### src/rtl/sram_bytewr_clr.sv
// sram_bytewr_clr: single-port synchronous SRAM with per-byte write enables,
// a registered read with a one-cycle valid strobe, and a sequential
// (one word per cycle) array clear after reset or on request.
module sram_bytewr_clr #(
    parameter int  A_WIDTH  = 7,
    parameter int  D_WIDTH  = 32,
    localparam int BE_WIDTH = D_WIDTH / 8
) (
    input  logic                Clk,
    input  logic                Rst_n,
    input  logic                En,
    input  logic                RW,
    input  logic [A_WIDTH-1:0]  Addr,
    input  logic [D_WIDTH-1:0]  Data_In,
    input  logic [BE_WIDTH-1:0] Be,
    input  logic                Clr,
    output logic [D_WIDTH-1:0]  Data_Out,
    output logic                Rd_Valid,
    output logic                Busy
);

    localparam int DEPTH = 2 ** A_WIDTH;
    localparam logic [A_WIDTH-1:0] LAST_ADDR = '1;

    typedef enum logic {
        CLEAR = 1'b0,
        IDLE  = 1'b1
    } state_t;

    state_t               state_reg;
    state_t               state_next;
    logic [A_WIDTH-1:0]   clr_cnt_reg;
    logic [A_WIDTH-1:0]   clr_cnt_next;

    logic                 clearing;
    logic                 access_ok;
    logic                 wr_access;
    logic                 rd_access;

    logic [BE_WIDTH-1:0]  mem_we;
    logic [A_WIDTH-1:0]   mem_addr;
    logic [D_WIDTH-1:0]   mem_wdata;

    logic [D_WIDTH-1:0]   mem [DEPTH];
    logic [D_WIDTH-1:0]   rd_data_reg;
    logic                 out_zero_reg;
    logic                 rd_valid_reg;

    // A clear request in IDLE wins over any access in the same cycle;
    // nothing from the user port reaches the array while clearing.
    assign clearing  = (state_reg == CLEAR);
    assign access_ok = (state_reg == IDLE) && !Clr && En;
    assign wr_access = access_ok && RW;
    assign rd_access = access_ok && !RW;
    assign mem_addr  = clearing ? clr_cnt_reg : Addr;

    // Per-byte lane steering: the clear writes zero to every lane.
    genvar gi;
    generate
        for (gi = 0; gi < BE_WIDTH; gi++) begin : g_lane
            assign mem_we[gi]             = clearing | (wr_access & Be[gi]);
            assign mem_wdata[gi*8 +: 8]   = clearing ? 8'h00 : Data_In[gi*8 +: 8];
        end
    endgenerate

    // FSM state and clear counter; reset restarts the clear from word 0.
    always_ff @(posedge Clk or negedge Rst_n) begin
        if (!Rst_n) begin
            state_reg   <= CLEAR;
            clr_cnt_reg <= '0;
        end else begin
            state_reg   <= state_next;
            clr_cnt_reg <= clr_cnt_next;
        end
    end

    // Next-state logic: walk the array in CLEAR, accept clear requests in IDLE.
    always_comb begin
        state_next   = state_reg;
        clr_cnt_next = clr_cnt_reg;
        case (state_reg)
            CLEAR: begin
                clr_cnt_next = clr_cnt_reg + A_WIDTH'(1);
                if (clr_cnt_reg == LAST_ADDR) begin
                    state_next = IDLE;
                end
            end
            IDLE: begin
                if (Clr) begin
                    state_next   = CLEAR;
                    clr_cnt_next = '0;
                end
            end
            default: begin
                state_next   = CLEAR;
                clr_cnt_next = '0;
            end
        endcase
    end

    // Array write port with byte lanes and registered read data (no reset,
    // so the array and its output register map onto block RAM).
    always_ff @(posedge Clk) begin
        for (int b = 0; b < BE_WIDTH; b++) begin
            if (mem_we[b]) begin
                mem[mem_addr][b*8 +: 8] <= mem_wdata[b*8 +: 8];
            end
        end
        if (rd_access) begin
            rd_data_reg <= mem[Addr];
        end
    end

    // Read strobe and output-zero flag: these carry the asynchronous reset so
    // Data_Out reads as zero immediately on reset and until the first read.
    always_ff @(posedge Clk or negedge Rst_n) begin
        if (!Rst_n) begin
            rd_valid_reg <= 1'b0;
            out_zero_reg <= 1'b1;
        end else begin
            rd_valid_reg <= rd_access;
            if (rd_access) begin
                out_zero_reg <= 1'b0;
            end
        end
    end

    assign Data_Out = out_zero_reg ? '0 : rd_data_reg;
    assign Rd_Valid = rd_valid_reg;
    assign Busy     = clearing;

endmodule

### config.mk
export PLATFORM = sky130hd
export DESIGN_NAME = sram_bytewr_clr
export DESIGN_NICKNAME = d
export VERILOG_FILES = /design/src/rtl/sram_bytewr_clr.sv
export SDC_FILE = /design/constraint.sdc
export NUM_CORES = 2
export LEC_CHECK = 0
export BUFFER_PORTS_ARGS = -buffer_cell sky130_fd_sc_hd__buf_2
export CAP_MARGIN = 20
export CORE_ASPECT_RATIO = 1.2
export CORE_MARGIN = 4
export CORE_UTILIZATION = 55
export DETAILED_ROUTE_END_ITERATION = 6
export PLACE_DENSITY_LB_ADDON = 0.05
export SKIP_CTS_REPAIR_TIMING = 1
export SYNTH_ARGS = -nofsm -noshare
export SYNTH_HDL_FRONTEND = slang
export SYNTH_SLANG_ARGS = --single-unit
### constraint.sdc
create_clock -name Clk -period 5.36 [get_ports Clk]
set_clock_uncertainty 0.1 [all_clocks]
set_input_delay 0 -clock Clk [delete_from_list [all_inputs] [get_ports Clk]]
set_output_delay 0 -clock Clk [all_outputs]
set_load 0.01 [all_outputs]
# Word-level counts from Yosys, hierarchy flattened
# Memories as Yosys holds them, arrays and structs flattened. A register that Yosys moved wholly into a read port is not among the register bits.
# Cells that the tools add are included.
dict set report totals {
  regBits 10
  ram_bits 4096
  input_bits 48
  output_inout_bits 34
  word_cells 42
  memories 1
}
dict set report classes {
  n_addsub 1
  n_eq_ne 2
  mux 19
  bitwise_logic 9
  n_reduce_logical 6
}
# name words width read_ports rd_ports_with_merged_regs write_ports line
set memory_table {}
lappend memory_table {mem 128 32 1 1 1 44} ;# logic [D_WIDTH-1:0] mem [DEPTH];
# op count
set op_table {}
lappend op_table {{$mux W32} 1}
lappend op_table {{$mux W8} 4}
lappend op_table {{$mux W7} 2}
lappend op_table {{$pmux W7 S2} 1}
lappend op_table {{$mux W1} 10}
lappend op_table {{$add A7 B1 Y7 const B} 1}
lappend op_table {{$eq A7 B7 Y1 const B} 1}
lappend op_table {{$and A1 B1 Y1} 4}
lappend op_table {{$logic_and A1 B1 Y1} 4}
lappend op_table {{$or A1 B1 Y1} 4}
lappend op_table {{$logic_not A1 Y1} 2}
lappend op_table {{$ne A2 B2 Y1 const B} 1}
lappend op_table {{$pmux W1 S2} 1}
lappend op_table {{$not A1 Y1} 1}

# Depth between registers and ports, before layout
dict set report logic_depth {
  depth_word 8
  depth_mapped 10
  depth_no_buf 5
}

# Worst setup path after synthesis
# OpenSTA, ideal clock, no wires.
dict set report synth_path {
  kind {reg-to-reg}
  from {reg state_reg}
  to {reg rd_data_reg[0], read port of mem, enable pin}
  setup_time_ns 0.519
  arrival_ns 4.572
  t_required_ns 4.741
  slack_ns 0.170
  path_stages_with_launch 4
  n_path_buf 1
  period_less_slack_ns 5.190
  path_cell_list {dfrtp_1 clkbuf_1 clkinv_1 nor4b_1}
}
dict set report synth_via {
  elab_chain_cells 3
}
# item line
set synth_lines {}
lappend synth_lines {{start, declared} 30} ;# state_t state_reg;
lappend synth_lines {{start signal, assigned} 72} ;# state_reg <= state_next;
lappend synth_lines {{$logic_and A1 B1 Y1 (2 in a row)} 52} ;# assign access_ok = (state_reg == IDLE) && !Clr && En;
lappend synth_lines {{$logic_and A1 B1 Y1} 54} ;# assign rd_access = access_ok && !RW;
lappend synth_lines {{named net rd_access} 38} ;# logic rd_access;
lappend synth_lines {{end, declared} 45} ;# logic [D_WIDTH-1:0] rd_data_reg;
# The timed path passes the listed nets, and every way through them passes these cells.
# A chain may end at the register's enable or synchronous reset.

# Worst setup path after layout
dict set report layout_path {
  from {reg state_reg}
  to {mem mem[64][3], enable pin}
}
dict set report layout_via {
  elab_chain_cells 7
  elab_cells_between_ends 9
  classes_between {3 x mux; 3 x bitwise; 3 x reduce/logical}
}
# item line
set layout_lines {}
lappend layout_lines {{$logic_and A1 B1 Y1 (2 in a row)} 52}
lappend layout_lines {{$logic_and A1 B1 Y1} 53} ;# assign wr_access = access_ok && RW;
lappend layout_lines {{$and A1 B1 Y1} 61} ;# assign mem_we[gi] = clearing | (wr_access & Be[gi]);
lappend layout_lines {{$or A1 B1 Y1} 61}
lappend layout_lines {{$mux W1} 105} ;# if (mem_we[b]) begin
lappend layout_lines {{$mux W1 (not written as such)} 106} ;# mem[mem_addr][b*8 +: 8] <= mem_wdata[b*8 +: 8];
lappend layout_lines {{end, declared} 44}
# Parallel ways exist; a longest one is shown, timed or not.

==> reports/results.tsv <==
stage	metric	value	unit
synthesis	#FFs+latches synth	4138	
finish	non-filler cells, final	11100	
setup_path	cell mode on critical path	buf_4	
sta	achievable frequency	0.223	GHz
min_path	worst hold stages	3	
power_and_ir_drop	PwrDens	400	nW/um^2
floorplanning	die area	299000	sq um
global_routing	largest net degree at the start of global routing	122	
floorplanning	starting density of the core	55.3	%
setup_path	crit-path cells	buf_4 > mux2i_1 > and3_1 > nand2_1 > buf_4 > nor2_1	
power_and_ir_drop	Int Power	0.0545	W
place	# port buffers	81	
place	hpwl dp	228000	microns
power_and_ir_drop	NetSw	0.0166	W
synthesis	Syn Area/Cell	24.1	sq um
route	vias per cell	6.42	
finish	share of cells above drive strength 1	30.8	%
setup_path	Worst R2R Setup Slack	0.88	ns
floorplanning	chip width	500	microns
finish	commonest non-fill, non-tap cells in the layout	edfxtp_1, mux4_2, nor2_1	
clock_network	htree depth	5	
sta	Final setup viols	0	
sta	TNS Setup	0	ns
place	placed insts	10300	
finish	fin util	61.7	%
global_routing	global route overflow	0	
synthesis	Syn Nets	6677	
sta	fin crit share	83.5	%
synthesis	sequential area share after synthesis	77.9	%
finish	Largest register FFs	4096	
power_and_ir_drop	Worst VDD drop	0.000273	V
setup_path	crit-path max FO	35	
clock_network	clock buffer depth	4	
place	final RePlAce weighted congestion	0.785	
sta	final slew viol count	0	
synthesis	Synth async-reset ratio	0.242	%
power_and_ir_drop	combinational fraction of design power	9.3	%
route	DRT iter0 DRCs	7799	
setup_path	CP arrival	4.88	ns
clock_network	CTS tree	built	
clock_network	CTS Sinks	4138	
global_routing	grt peak-use layer	met2	
clock_network	TritonCTS Buffers	396	
setup_path	CP required	5.77	ns
power_and_ir_drop	Flop pwr share	51.9	%
power_and_ir_drop	clock share of power	38.8	%
setup_path	CP top delay family	simple AND/OR/NAND/NOR gates	
synthesis	post-synthesis cell type count	42	
floorplanning	Die Ht	598	microns
route	via count	70900	
finish	Area Overhead vs Synth	11.6	%
global_routing	global-route wire length before repair	546000	microns
clock_network	clk_lat worst skew	0.90	ns
sta	RSZ-0062 raised after global routing	no	
min_path	hold crit path type	in -> reg	
synthesis	YS warnings	0	
synthesis	predominant post-synthesis flop cell	edfxtp_1	
synthesis	EDFF count, synth	4128	
global_routing	met3 usage	3.72	%
job	max cap viols	0	
setup_path	max incr delay on CP	0.81	ns
floorplanning	core footprint	289000	sq um
global_routing	met1 global-route usage	36.2	%
floorplanning	I/O pin cnt	82	
route	1st-pass router iterations	6	
power_and_ir_drop	sw frac	23.3	%
power_and_ir_drop	leakage power	55.3	nW
global_routing	Tot GR Track Use	25.5	%
route	drt wl/cell	34.2	microns
clock_network	Worst-path clk slew	0.06	ns
sta	WHS	0.0287	ns
place	Post-DP Area	165000	sq um
sta	max_slew headroom	23.7	%
finish	Layout Nets	6965	
global_routing	initial antenna violation count	21	
floorplanning	std cell rows	216	
global_routing	vias in the first global route	73600	
finish	Final Cell Area	178000	sq um
setup_path	Worst Reg-to-Reg Cells	6	
sta	Least-Margin Pin Slew	1.14	ns
route	DRC Markers	0	
setup_path	CP Class	reg -> reg	
clock_network	CTS root buf	clkbuf_16	
setup_path	worst path buffer plus inverter count	2	
sta	Hold Vio Cnt, Final	0	
outcome	outcome	completed	
finish	commonest non-fill, non-tap cell in the layout	edfxtp_1	
sta	final worst path period need	4.48	ns
setup_path	slowest CP cell	dfrtp_2	
setup_path	CP Depth	6	
route	final wirelength	378000	microns
setup_path	Worst Setup End Kind	flop	
synthesis	synthesized area	160000	sq um
synthesis	cells after synthesis	6628	
setup_path	Worst Setup Start Kind	flop	
route	post-route ant nets	0	
global_routing	GR Util met2	42.7	%
==> cells by family (layout without fill, tap and decap cells) <==
kind of cell             after synthesis  after routing  synth area share [%]
other                                  0             11                     0
multiplexers                        1382           1382                  19.2
AND/OR/NAND/NOR                      682            682                  1.76
flip-flops                          4138           4138                  77.9
adder cells (fa/ha/maj)                1              1               0.00784
XOR/XNOR                               3              3                0.0165
AO/OA/AOI/OAI                         19             19                0.0808
buffers and inverters                403           1005                  1.02
==> layout make-up <==
cell class / count / area (sq um)
Sequential cell: 4138 / 124000
Fill cell: 19600 / 111000
Multi-Input combinational cell: 2087 / 33800
Clock buffer: 490 / 10600
Tap cell: 3815 / 4770
Timing Repair Buffer: 287 / 2450
Clock inverter: 222 / 2120
Antenna cell: 11 / 27.5
Inverter: 6 / 22.5
==> worst paths after layout <==
kind | start | endpoint
max | state_reg$_DFF_PN0_ | mem[64][3]$_DFFE_PP_
min | Addr[6] | rd_data_reg[12]$_DFFE_PP_
max reg2reg | state_reg$_DFF_PN0_ | mem[64][3]$_DFFE_PP_
min reg2reg | clr_cnt_reg[0]$_DFFE_PN0P_ | clr_cnt_reg[0]$_DFFE_PN0P_
max in group asynchronous | Rst_n | state_reg$_DFF_PN0_
min in group asynchronous | Rst_n | Rd_Valid$_DFF_PN0_
==> metal layers <==
metal | up-vias | wire [microns]
met2 | 2584 | 195000
met5 | - | 20
li1 | 28900 | -
met1 | 38900 | 150000
met4 | 2 | 9320
met3 | 527 | 24800
==> synth_stat cells (2+ instances only) <==
cell | instances | share of area (%)
clkinv_1 | 2 | 0.0047
mux2i_1 | 4 | 0.025
o31ai_1 | 3 | 0.014
nor2_1 | 514 | 1.2
or3_1 | 3 | 0.012
nand3b_1 | 4 | 0.019
nand3_1 | 13 | 0.041
edfxtp_1 | 4128 | 78
nor3_1 | 4 | 0.013
and3_1 | 5 | 0.020
buf_6 | 2 | 0.014
xnor2_1 | 2 | 0.011
buf_2 | 74 | 0.23
o21ai_0 | 6 | 0.019
buf_1 | 57 | 0.13
buf_4 | 3 | 0.014
nor2b_1 | 33 | 0.13
mux4_2 | 1344 | 19
o22ai_1 | 3 | 0.012
dfrtp_1 | 9 | 0.14
mux2_2 | 34 | 0.24
nand2_1 | 67 | 0.16
inv_1 | 4 | 0.0094
clkbuf_1 | 261 | 0.61
and2_1 | 32 | 0.13
==> stage by stage <==
step	power, W	setup WS (ns)
4_1_cts	0.0717	0.913
3_5_place_dp	0.0443	0.929
2_1_floorplan	0.0409	0.170
6_report	0.0711	0.884
5_1_grt	0.0734	0.733
3_3_place_gp	0.0441	0.927
==> tightest hold or removal path: stages <==
cell,delay (ns)
buf_4,0.35
mux4_2,0.35
mux2_2,0.13
==> power groups by stage <==
stage,registers (W),clock network [W],logic [W]
3_5_place_dp,0.0376,0,0.00666
4_1_cts,0.0369,0.0281,0.00667
5_1_grt,0.0370,0.0295,0.00687
6_report,0.0369,0.0276,0.00662
3_3_place_gp,0.0375,0,0.00657
2_1_floorplan,0.0375,0,0.00347
No activity file was read; power rests on OpenSTA's default activity.
